## config.mk

```make
export PLATFORM = sky130hd
export DESIGN_NAME = rally_ctrl_flat
export DESIGN_NICKNAME = d
export VERILOG_FILES = /design/src/rtl/rally_ctrl_if.sv /design/src/rtl/rally_ctrl.sv /design/src/flat_wrapper.sv
export SDC_FILE = /design/constraint.sdc
export NUM_CORES = 1
export LEC_CHECK = 0
export CORE_UTILIZATION = 55
export DETAILED_ROUTE_END_ITERATION = 10
export DONT_BUFFER_PORTS = 1
export PLACE_DENSITY = 0.7
export SLEW_MARGIN = 25
export SYNTH_ARGS = -nofsm -noshare
export SYNTH_HDL_FRONTEND = slang
export SYNTH_SLANG_ARGS = --single-unit
export TNS_END_PERCENT = 1
```

## constraint.sdc

```tcl
create_clock -name clk -period 2.7 [get_ports clk]
set_input_delay 0.27 -clock clk [delete_from_list [all_inputs] [get_ports clk]]
set_output_delay 0.27 -clock clk [all_outputs]
set_load 0.01 [all_outputs]
```

## src/rtl/rally_ctrl_if.sv

```systemverilog
// Rally controller bus: collision/position/start inputs from the game, and
// serve/fault/score/status outputs back to the ball controller and display.
//  master : drives pl1_col, pl2_col, gnd_col, ball_posx, start; observes outputs
//  slave  : the rally controller itself
interface rally_ctrl_if #(
    parameter int unsigned SCORE_W = 5
);
    logic               pl1_col;
    logic               pl2_col;
    logic               gnd_col;
    logic [11:0]        ball_posx;
    logic               start;
    logic               last_touch;
    logic               ovr_touch;
    logic [SCORE_W-1:0] pl1_score;
    logic [SCORE_W-1:0] pl2_score;
    logic               point;
    logic               game_over;
    logic               winner;

    modport master (
        output pl1_col, pl2_col, gnd_col, ball_posx, start,
        input  last_touch, ovr_touch, pl1_score, pl2_score, point, game_over, winner
    );

    modport slave (
        input  pl1_col, pl2_col, gnd_col, ball_posx, start,
        output last_touch, ovr_touch, pl1_score, pl2_score, point, game_over, winner
    );
endinterface

```

## src/rtl/rally_ctrl.sv

```systemverilog
// Rally/score sequencer: counts touches per possession, flags over-touch,
// awards points on ground contact by landing side, holds the rally for the
// ball controller's wait period, and detects game end.
//  clk, rst : system clock, synchronous active-high reset
//  bus      : rally_ctrl_if slave (collisions, ball x, start in; serve
//             player, over-touch, scores, point pulse, game_over/winner out)
module rally_ctrl #(
    parameter int unsigned NET_POSX   = 512,
    parameter int unsigned BALL_HALF  = 32,
    parameter int unsigned MAX_TOUCH  = 3,
    parameter int unsigned WIN_SCORE  = 15,
    parameter int unsigned SCORE_W    = 5,
    parameter int unsigned POINT_HOLD = 162_500_000
) (
    input  logic         clk,
    input  logic         rst,
    rally_ctrl_if.slave  bus
);

    localparam int unsigned CNT_W  = $clog2(MAX_TOUCH + 2);
    localparam int unsigned HOLD_W = (POINT_HOLD > 1) ? $clog2(POINT_HOLD) : 1;
    localparam int unsigned POS_W  = 13;

    typedef enum logic [1:0] {
        SERVE     = 2'd0,
        RALLY     = 2'd1,
        POINT     = 2'd2,
        GAME_OVER = 2'd3
    } state_e;

    state_e              state_q, state_d;
    logic                pl1_q, pl2_q, gnd_q;
    logic [CNT_W-1:0]    cnt_q, cnt_d;
    logic                owner_q, owner_d;
    logic [HOLD_W-1:0]   hold_q, hold_d;
    logic                scorer_q, scorer_d;
    logic [SCORE_W-1:0]  pl1_score_q, pl1_score_d;
    logic [SCORE_W-1:0]  pl2_score_q, pl2_score_d;
    logic                last_touch_q, last_touch_d;
    logic                ovr_touch_q, ovr_touch_d;
    logic                point_q, point_d;
    logic                game_over_q, game_over_d;
    logic                winner_q, winner_d;

    // Rising-edge events; simultaneous player edges resolve to PL1.
    logic             pl1_e_c, pl2_e_c, gnd_e_c, touch_c, toucher_c;
    logic [POS_W-1:0] centre_c;
    logic             pl1_side_c;

    assign pl1_e_c    = bus.pl1_col & ~pl1_q;
    assign pl2_e_c    = bus.pl2_col & ~pl2_q & ~pl1_e_c;
    assign gnd_e_c    = bus.gnd_col & ~gnd_q;
    assign touch_c    = pl1_e_c | pl2_e_c;
    assign toucher_c  = pl2_e_c;
    assign centre_c   = POS_W'(bus.ball_posx) + POS_W'(BALL_HALF);
    assign pl1_side_c = (centre_c < POS_W'(NET_POSX));

    // State and output registers.
    always_ff @(posedge clk) begin
        if (rst) begin
            state_q      <= SERVE;
            pl1_q        <= 1'b0;
            pl2_q        <= 1'b0;
            gnd_q        <= 1'b0;
            cnt_q        <= '0;
            owner_q      <= 1'b0;
            hold_q       <= '0;
            scorer_q     <= 1'b0;
            pl1_score_q  <= '0;
            pl2_score_q  <= '0;
            last_touch_q <= 1'b0;
            ovr_touch_q  <= 1'b0;
            point_q      <= 1'b0;
            game_over_q  <= 1'b0;
            winner_q     <= 1'b0;
        end else begin
            state_q      <= state_d;
            pl1_q        <= bus.pl1_col;
            pl2_q        <= bus.pl2_col;
            gnd_q        <= bus.gnd_col;
            cnt_q        <= cnt_d;
            owner_q      <= owner_d;
            hold_q       <= hold_d;
            scorer_q     <= scorer_d;
            pl1_score_q  <= pl1_score_d;
            pl2_score_q  <= pl2_score_d;
            last_touch_q <= last_touch_d;
            ovr_touch_q  <= ovr_touch_d;
            point_q      <= point_d;
            game_over_q  <= game_over_d;
            winner_q     <= winner_d;
        end
    end

    // Next-state and output logic.
    logic award_en_c;
    logic award_pl_c;

    always_comb begin
        state_d      = state_q;
        cnt_d        = cnt_q;
        owner_d      = owner_q;
        hold_d       = hold_q;
        scorer_d     = scorer_q;
        pl1_score_d  = pl1_score_q;
        pl2_score_d  = pl2_score_q;
        last_touch_d = last_touch_q;
        ovr_touch_d  = ovr_touch_q;
        point_d      = 1'b0;
        game_over_d  = game_over_q;
        winner_d     = winner_q;
        award_en_c   = 1'b0;
        award_pl_c   = 1'b0;

        unique case (state_q)
            SERVE: begin
                if (touch_c) begin
                    owner_d = toucher_c;
                    cnt_d   = CNT_W'(1);
                    state_d = RALLY;
                end
            end
            RALLY: begin
                // A touch in the same cycle as a ground edge wins; the ground edge is lost.
                if (touch_c) begin
                    if (toucher_c == owner_q) begin
                        cnt_d = cnt_q + CNT_W'(1);
                        if (cnt_q == CNT_W'(MAX_TOUCH)) begin
                            ovr_touch_d = 1'b1;
                            award_en_c  = 1'b1;
                            award_pl_c  = ~owner_q;
                        end
                    end else begin
                        owner_d = toucher_c;
                        cnt_d   = CNT_W'(1);
                    end
                end else if (gnd_e_c) begin
                    award_en_c = 1'b1;
                    award_pl_c = pl1_side_c;
                end
            end
            POINT: begin
                if (hold_q == HOLD_W'(POINT_HOLD - 1)) begin
                    ovr_touch_d = 1'b0;
                    cnt_d       = '0;
                    if ((scorer_q ? pl2_score_q : pl1_score_q) == SCORE_W'(WIN_SCORE)) begin
                        state_d     = GAME_OVER;
                        game_over_d = 1'b1;
                        winner_d    = scorer_q;
                    end else begin
                        state_d = SERVE;
                    end
                end else begin
                    hold_d = hold_q + HOLD_W'(1);
                end
            end
            GAME_OVER: begin
                if (bus.start) begin
                    pl1_score_d  = '0;
                    pl2_score_d  = '0;
                    last_touch_d = 1'b0;
                    game_over_d  = 1'b0;
                    state_d      = SERVE;
                end
            end
            default: state_d = SERVE;
        endcase

        // Point award, shared by over-touch and ground contact.
        if (award_en_c) begin
            scorer_d     = award_pl_c;
            last_touch_d = award_pl_c;
            point_d      = 1'b1;
            hold_d       = '0;
            state_d      = POINT;
            if (award_pl_c) begin
                if (pl2_score_q != SCORE_W'(WIN_SCORE)) pl2_score_d = pl2_score_q + SCORE_W'(1);
            end else begin
                if (pl1_score_q != SCORE_W'(WIN_SCORE)) pl1_score_d = pl1_score_q + SCORE_W'(1);
            end
        end
    end

    assign bus.last_touch = last_touch_q;
    assign bus.ovr_touch  = ovr_touch_q;
    assign bus.pl1_score  = pl1_score_q;
    assign bus.pl2_score  = pl2_score_q;
    assign bus.point      = point_q;
    assign bus.game_over  = game_over_q;
    assign bus.winner     = winner_q;

endmodule

```

## src/flat_wrapper.sv

```systemverilog
// flat-port wrapper written by rule: the top's interface ports become plain ports
module rally_ctrl_flat 
#(
    parameter int unsigned NET_POSX   = 512,
    parameter int unsigned BALL_HALF  = 32,
    parameter int unsigned MAX_TOUCH  = 3,
    parameter int unsigned WIN_SCORE  = 15,
    parameter int unsigned SCORE_W    = 5,
    parameter int unsigned POINT_HOLD = 162_500_000
)
  (clk, rst, bus_pl1_col, bus_pl2_col, bus_gnd_col, bus_ball_posx, bus_start, bus_last_touch, bus_ovr_touch, bus_pl1_score, bus_pl2_score, bus_point, bus_game_over, bus_winner);
  rally_ctrl_if #(.SCORE_W(SCORE_W)) bus_i ();
  input  logic clk;
  input  logic rst;
  input wire logic [$bits(bus_i.pl1_col)-1:0] bus_pl1_col;
  input wire logic [$bits(bus_i.pl2_col)-1:0] bus_pl2_col;
  input wire logic [$bits(bus_i.gnd_col)-1:0] bus_gnd_col;
  input wire logic [$bits(bus_i.ball_posx)-1:0] bus_ball_posx;
  input wire logic [$bits(bus_i.start)-1:0] bus_start;
  output wire logic [$bits(bus_i.last_touch)-1:0] bus_last_touch;
  output wire logic [$bits(bus_i.ovr_touch)-1:0] bus_ovr_touch;
  output wire logic [$bits(bus_i.pl1_score)-1:0] bus_pl1_score;
  output wire logic [$bits(bus_i.pl2_score)-1:0] bus_pl2_score;
  output wire logic [$bits(bus_i.point)-1:0] bus_point;
  output wire logic [$bits(bus_i.game_over)-1:0] bus_game_over;
  output wire logic [$bits(bus_i.winner)-1:0] bus_winner;
  assign bus_i.pl1_col = bus_pl1_col;
  assign bus_i.pl2_col = bus_pl2_col;
  assign bus_i.gnd_col = bus_gnd_col;
  assign bus_i.ball_posx = bus_ball_posx;
  assign bus_i.start = bus_start;
  assign bus_last_touch = bus_i.last_touch;
  assign bus_ovr_touch = bus_i.ovr_touch;
  assign bus_pl1_score = bus_i.pl1_score;
  assign bus_pl2_score = bus_i.pl2_score;
  assign bus_point = bus_i.point;
  assign bus_game_over = bus_i.game_over;
  assign bus_winner = bus_i.winner;
  rally_ctrl #(.NET_POSX(NET_POSX), .BALL_HALF(BALL_HALF), .MAX_TOUCH(MAX_TOUCH), .WIN_SCORE(WIN_SCORE), .SCORE_W(SCORE_W), .POINT_HOLD(POINT_HOLD)) u_core (.clk(clk), .rst(rst), .bus(bus_i));
endmodule
```

-- Yosys cells after proc, flatten, opt, wreduce, memory -nomap -nowiden
Index checks and enable logic that the tools add are counted.
- output and inout bits: 15
- logic and storage cells: 120
- bits of input ports: 18
- register bits: 53
- reduce and logical (&&, ||, !) cells: 19
- add/sub/neg operators: 5
- equal/unequal tests: 20
- multiplexer cells: 48
- order comparisons: 1
- bitwise operators: 11
- operator list (operator ; number):
    $mux W5 ; 11
    $add A28 B1 Y28 const B ; 1
    $eq A28 B28 Y1 const B ; 1
    $mux W1 ; 23
    $reduce_and A4 Y1 ; 5
    $add A12 B6 Y13 const B ; 1
    $lt A13 B10 Y1 const B ; 1
    $mux W3 ; 4
    $ne A2 B1 Y1 const B ; 6
    $add A5 B1 Y5 const B ; 2
    $mux W2 ; 5
    $ne A5 B4 Y1 const B ; 2
    $reduce_bool A2 Y1 ; 5
    $pmux W3 S3 ; 1
    $ne A3 B1 Y1 const B ; 2
    $not A1 Y1 ; 6
    $pmux W1 S2 ; 3
    $pmux W2 S3 ; 1
    $reduce_bool A3 Y1 ; 2
    $eq A5 B4 Y1 const B ; 1
    $reduce_and A5 Y1 ; 1
    $and A1 B1 Y1 ; 4
    $eq A2 B2 Y1 const B ; 2
    $ne A2 B2 Y1 const B ; 2
    other kinds (11) ; 12

-- Longest topological paths before layout
Gate-level depths: netlist (run 1).
- depth after elaboration: 10
- mapped depth: 9

-- Worst setup path after synthesis (run 1)
OpenSTA, ideal clock, no wires.
- kind: register to register
- from: reg u_core.state_q[1]
- to: reg u_core.pl1_score_q[4], in the netlist u_core.bus.pl1_score[4]
- stages on the path, launching flop included: 10
- required time: 2.604 ns
- buffers on the path: 2
- path slack: 0.804 ns
- arrival time: 1.800 ns
- cells stage by stage: dfxtp_1 -> inv_1 -> ha_1 -> buf_2 -> and3b_1 -> and3_1 -> a31oi_1 -> buf_2 -> a21oi_1 -> nor4b_1
- cells in the longest elaborated chain, start to end: 5
- elaborated cells between the ends (all ways): 8
- RTL lines (what ; line ; RTL):
    from (decl) ; rally_ctrl.sv:31 ; state_e state_q, state_d;
    from (signal assigned) ; rally_ctrl.sv:77 ; state_q <= state_d;
    $eq A2 B2 Y1 ; rally_ctrl.sv:115 ; unique case (state_q)
    $mux W5 ; rally_ctrl.sv:115 ;
    $mux W5 ; rally_ctrl.sv:179 ; if (pl1_score_q != SCORE_W'(WIN_SCORE)) pl1_score_d = pl1_score_q + SCORE_W'(1);
    $mux W5 ; rally_ctrl.sv:176 ; if (award_pl_c) begin
    $mux W5 (*) ; rally_ctrl.sv:170 ; if (award_en_c) begin
    to (signal assigned) ; rally_ctrl.sv:85 ; pl1_score_q <= pl1_score_d;
    to (decl) ; rally_ctrl.sv:37 ; logic [SCORE_W-1:0] pl1_score_q, pl1_score_d;
Every way passes the cells marked *; elsewhere a longest branch is shown, timed or not.
A chain may end at the register's enable or synchronous reset.

-- Final worst setup path (run 1)
- from: reg u_core.hold_q[4]
- to: reg u_core.cnt_q[2]
- cells in the longest elaborated chain, start to end: 3
- RTL lines (what ; line ; RTL):
    from (decl) ; rally_ctrl.sv:35 ; logic [HOLD_W-1:0] hold_q, hold_d;
    from (signal assigned) ; rally_ctrl.sv:83 ; hold_q <= hold_d;
    $eq A28 B28 Y1 ; rally_ctrl.sv:143 ; if (hold_q == HOLD_W'(POINT_HOLD - 1)) begin
    $ne A2 B1 Y1 (no line) ; - ;
    $reduce_and A4 Y1 (no line) ; - ;
    to (signal assigned) ; rally_ctrl.sv:81 ; cnt_q <= cnt_d;
    to (decl) ; rally_ctrl.sv:33 ; logic [CNT_W-1:0] cnt_q, cnt_d;
Every way passes these cells.

==> flow_summary.toml, run 1 <==
[clocking]
clock_sinks = 53
htreeDepth = 2
cts_repair_resize_count = 0
holdBufCountCts = 0
post-cts-setup-buffers = 0
cts_tree = "done"
cts_root_buf = "clkbuf_8"
clkTransAtPathRegs_ps = 90
ctsLongestPathBuffers = 2
insertion_delay_ps = 300
numCtsBuffers = 5

[global_route]
grt_pass1_wl_um = 9850
grt_max_degree = 26
grt_pass1_vias = 2164
antenna_found_initial = 0
overflow = 0
globalRouteTotalUtil_pct = 23.3

[critical_path]
crit_buf_inv = 0
critical_path_required_ps = 2930
crit_fanout = 11
cp-end-kind = "register"
cpPeakStageDelay_ps = 540
worstSetupPathType = "reg -> reg"
cp_top_family = "simple AND/OR/NAND/NOR gates"
cp-start-kind = "register"
cp_slowest_cell = "nor4b_1"
crit_chain = "nor4b_1, nand4_2, o21ai_2, nand2_1, o31ai_1"
crit_arrival_ps = 2510

[power_and_ir_drop]
peakVddDrop_v = 0.000346
power.density_mw_per_mm2 = 546
p_leak_nw = 1.01

[floorplanning]
core_area_mm2 = 0.00485
io_pins = 33
die_x_um = 73.8
die_area_mm2 = 0.00545
die_h_um = 73.8
row_count = 25
start_util_pct = 58.6

[finish]
fin_area_mm2 = 0.00300
final-seq-area_mm2 = 0.00106
layout-area-overhead-vs-synth_pct = 5.73
final_common_cell = "dfxtp_1"
antenna_cells = 0
num-nets-final = 363
fillCellCount = 454
final_cell_mix = "dfxtp_1 (53), a21oi_1 (30), nor2_1 (25)"
multi_input_area_mm2 = 0.00168
drive_above_1_share_pct = 8.93

[run]
maxCapViolations = 0

[synth]
async_flop_share_pct = 0
synth-main-ff-cell = "dfxtp_1"
yosysWarnings = 0
ys_ff_latch = 53
synth_edf_count = 0
synth_seq_area_share_pct = 37.4
netlist_area_mm2 = 0.00284
syn_inst = 336
synth_fp_nets = 364
postSynthAreaPerCell_um2 = 8.45
synth.distinct_cells = 56

[placement]
place_area_mm2 = 0.00290
placement.io_buffers = 0
place_congestion = 0.860
dp_hpwl_um = 4330
place_ws_ps = 492

[routing]
remaining_drc_errors = 0
wl_per_cell_um = 15.1
detail_route.iter0.violations = 203
vias_per_cell = 6.18
num_vias = 2492
firstDrtPassIters = 4
routed_wl_um = 6090
ant_nets = 0

[sta]
min_period_over_period_pct = 84.7
worst_slew_pin_slew_ps = 690
fin_crit_ps = 2290
fin_skew_ps = 7.22
fin_ws_ps = 414
rsz0062_at_grt = "false"
slew_headroom_pct = 53.7
hold_viol = 0
tns_ps = 0
setup_viol = 0
fmax_ghz = 0.438
drv_slew = 0

[status]
status = "completed"

[hold_path]
holdCritPathClass = "in -> reg"
[routing by layer]
metal  wire (um)  GRT usage, %  vias to the layer above
met5           0             0                        -
met3         249          4.53                        7
met4          87          7.48                        0
li1            -             -                     1255
met1        2960          31.7                     1186
met2        2790          37.1                       44
[synthesized netlist by cell type (6+ instances only)]
library cell	number	area, um2
nor2_1	25	93.8
nand3_1	14	70.1
dfxtp_1	53	1060
buf_2	6	30.0
ha_1	10	125
nand2_1	24	90.1
xor2_1	10	87.6
nor2b_1	8	50.1
nand4_1	11	68.8
a21oi_1	30	150
nor4b_1	6	52.6
or3_1	15	93.8
o21ai_0	21	105
inv_1	8	30.0
o211ai_1	10	75.1
[through the flow]
step / util (%) / total power, mW / cells / hold WS (ps)
6_report: 61.9 / 1.64 / 403 / 21.3
5_1_grt: 61.9 / 1.72 / 403 / 5.53
4_1_cts: 61.9 / 1.65 / 403 / 12.7
3_5_place_dp: 59.8 / 1.16 / 395 / 344
3_3_place_gp: 59.8 / 1.15 / 395 / 342
2_1_floorplan: - / 1.11 / 336 / 398
[layout make-up]
cell class / instances / share of cell area, %
Multi-Input combinational cell: 261 / 56.0
Sequential cell: 53 / 35.3
Clock buffer: 7 / 3.21
Tap cell: 67 / 2.79
Timing Repair Buffer: 6 / 1.50
Inverter: 8 / 1.00
Clock inverter: 1 / 0.167
[logic make-up (layout without fill, tap and decap cells)]
kind of cell	count (synthesis)	after routing	synth area share, %
AO/OA/AOI/OAI	91	91	20.3
flip-flops	53	53	37.4
multiplexers	4	4	1.45
AND/OR/NAND/NOR	145	145	29.6
adder cells (fa/ha/maj)	10	10	4.41
buffers and inverters	22	22	3.44
XOR/XNOR	11	11	3.39
[flip-flops by register name, summed over array words and instances, names as in the netlist]
signal and cells:
u_core.hold_q 28, u_core.pl1_q 1, u_core.bus.winner 1, u_core.pl2_q 1, u_core.bus.ovr_touch 1, u_core.scorer_q 1
u_core.bus.last_touch 1, u_core.bus.point 1, u_core.gnd_q 1, u_core.cnt_q 3, u_core.owner_q 1, u_core.bus.pl2_score 5
u_core.bus.pl1_score 5, u_core.bus.game_over 1, u_core.state_q 2
[power breakdown]
part           total (mW)  internal (mW)  switching, mW
registers           0.843          0.814         0.0294
clock network       0.491          0.232          0.259
logic               0.304          0.117          0.187
[path summary, 6_finish.rpt]
path,from,end,slack [ps],cells past startpoint
worst max-delay path,u_core.hold_q[4],u_core.cnt_q[2],410,5
worst min-delay path,rst,u_core.gnd_q,20,1
worst max register to register,u_core.hold_q[4],u_core.cnt_q[2],410,5
worst min register to register,u_core.cnt_q[1],u_core.cnt_q[1],470,2
[worst register-to-register path: cells and delay by family (launching register included)]
| family | cells | cell delay (ps) |
|---|---|---|
| compound gates | 2 | 740 |
| flops | 1 | 440 |
| simple gates | 3 | 1020 |
Note: power is estimated with default switching activity, not from simulation.
==> run 2: changes to the inputs <==
- PLACE_DENSITY: 0.7 -> 0.73
- clock period: 2.7 -> 1.8 ns (I/O delays scaled with it)
==> flow_summary.toml, run 2 (same netlist as run 1, synthesis figures left out) <==
[status]
status = "finished with violations"
violations = "negative hold slack, negative setup slack"

[global_route]
grt_pass1_wl_um = 13400
grt_pass1_vias = 2837
antenna_found_initial = 0
grt_max_degree = 26
overflow = 0
globalRouteTotalUtil_pct = 32.1

[finish]
final_cell_mix = "buf_4 (69), dfxtp_1 (39), a21oi_1 (26)"
antenna_cells = 0
final_common_cell = "buf_4"
largest_register = "u_core.hold_q"
num-nets-final = 443
layout-area-overhead-vs-synth_pct = 41.2
largest_register_ffs = 28
drive_above_1_share_pct = 38.9
fillCellCount = 260

[routing]
routed_wl_um = 9120
num_vias = 3151
detail_route.iter0.violations = 400
ant_nets = 0
remaining_drc_errors = 0
wl_per_cell_um = 18.9
firstDrtPassIters = 6
vias_per_cell = 6.52

[floorplanning]
die_h_um = 73.8
start_util_pct = 58.6
core_area_mm2 = 0.00485
die_area_mm2 = 0.00545
die_x_um = 73.8
row_count = 25
io_pins = 33

[placement]
place_congestion = 0.861
place_ws_ps = -173
placement.io_buffers = 0
dp_hpwl_um = 5180

[clocking]
clock_sinks = 53
holdBufCountCts = 3
htreeDepth = 2
cts_tree = "done"
cts_root_buf = "clkbuf_8"
insertion_delay_ps = 320
numCtsBuffers = 5
clkTransAtPathRegs_ps = 100
ctsLongestPathBuffers = 2

[run]
maxCapViolations = 0

[power_and_ir_drop]
peakVddDrop_v = 0.000679
power.density_mw_per_mm2 = 761
p_leak_nw = 1.51
power_mw = 3.05

[sta]
fin_ws_ps = -92.2
min_period_over_period_pct = 105
rsz0062_at_grt = "true"
hold_viol = 17
drv_slew = 0
worst_slew_pin_slew_ps = 501
fin_skew_ps = 7.08
slew_headroom_pct = 66.3
setup_viol = 22
fmax_ghz = 0.528
fin_hold_ws_ps = -88.4
fin_crit_ps = 1890

[hold_path]
holdCritPathClass = "in -> reg"

[critical_path]
cp-start-kind = "register"
worstSetupPathType = "reg -> reg"
crit_fanout = 5
cp-end-kind = "register"
critical_path_required_ps = 2020
crit_arrival_ps = 2110
-- run 2: critical path, cell delays in order (launching register included) --
cell and delay [ps]:
dfxtp_2 340, inv_2 70, ha_4 150, buf_4 120, nand2_4 40, or3_4 340
buf_6 140, nand4_1 140, buf_4 160, buf_6 120, a211o_1 100, o31ai_1 60
-- run 2: power by group --
| part | switching [mW] | internal [mW] |
|---|---|---|
| logic | 0.425 | 0.370 |
| registers | 0.0498 | 1.23 |
| clock network | 0.428 | 0.553 |
-- run 2: repair_timing --
| action | in CTS | in global routing |
|---|---|---|
| setup buffers | 9 | 5 |
| pin swaps | 12 | 22 |
| setup endpoints to repair | 38 | 45 |
| cloned | 3 | 0 |
| hold endpoints to repair | 20 | 17 |
| gates resized for setup | 41 | 55 |
-- run 2: metrics by stage --
stage | instances | cell area [um2] | hold slack, ps | setup TNS, ps | util [%]
after floorplan | 336 | 2840 | 308 | -1660 | -
after global placement | 456 | 3360 | 252 | -809 | 69.3
after detailed placement | 456 | 3360 | 254 | -2260 | 69.3
after CTS | 478 | 3760 | -87.2 | -109 | 77.6
after global routing | 483 | 4010 | -98.9 | -2650 | 82.7
final | 483 | 4010 | -88.4 | -551 | 82.7
-- run 2: final timing paths --
check	from	slack, ps	depth (start not counted)	end
min reg2reg	u_core.cnt_q[1]	490	2	u_core.cnt_q[1]
max reg2reg	u_core.state_q[1]	-90	11	u_core.state_q[0]
max	u_core.state_q[1]	-90	11	u_core.state_q[0]
min	rst	-90	1	u_core.bus.last_touch
-- run 2: layout make-up --
| class | instances | area [um2] | share of cell area, % |
|---|---|---|---|
| Clock buffer | 5 | 68.8 | 1.72 |
| Clock inverter | 3 | 65.1 | 1.62 |
| Multi-Input combinational cell | 261 | 1980 | 49.3 |
| Inverter | 8 | 30.0 | 0.749 |
| Tap cell | 67 | 83.8 | 2.09 |
| Sequential cell | 53 | 1080 | 27.0 |
| Timing Repair Buffer | 86 | 703 | 17.5 |
-- run 2: metal layers --
layer	track usage [%]	part of all wire (%)	routed length, um
met1	40.1	39	3540
met2	52.3	48	4360
met3	6.86	9.0	822
met4	15.8	4.3	389
met5	0	0	0
==> run 3: changes to the inputs <==
- CAP_MARGIN: unset -> 20
- RECOVER_POWER: unset -> 25
==> results of run 3 <==
No change in the layout: final DEF, timing and power equal those of run 2.
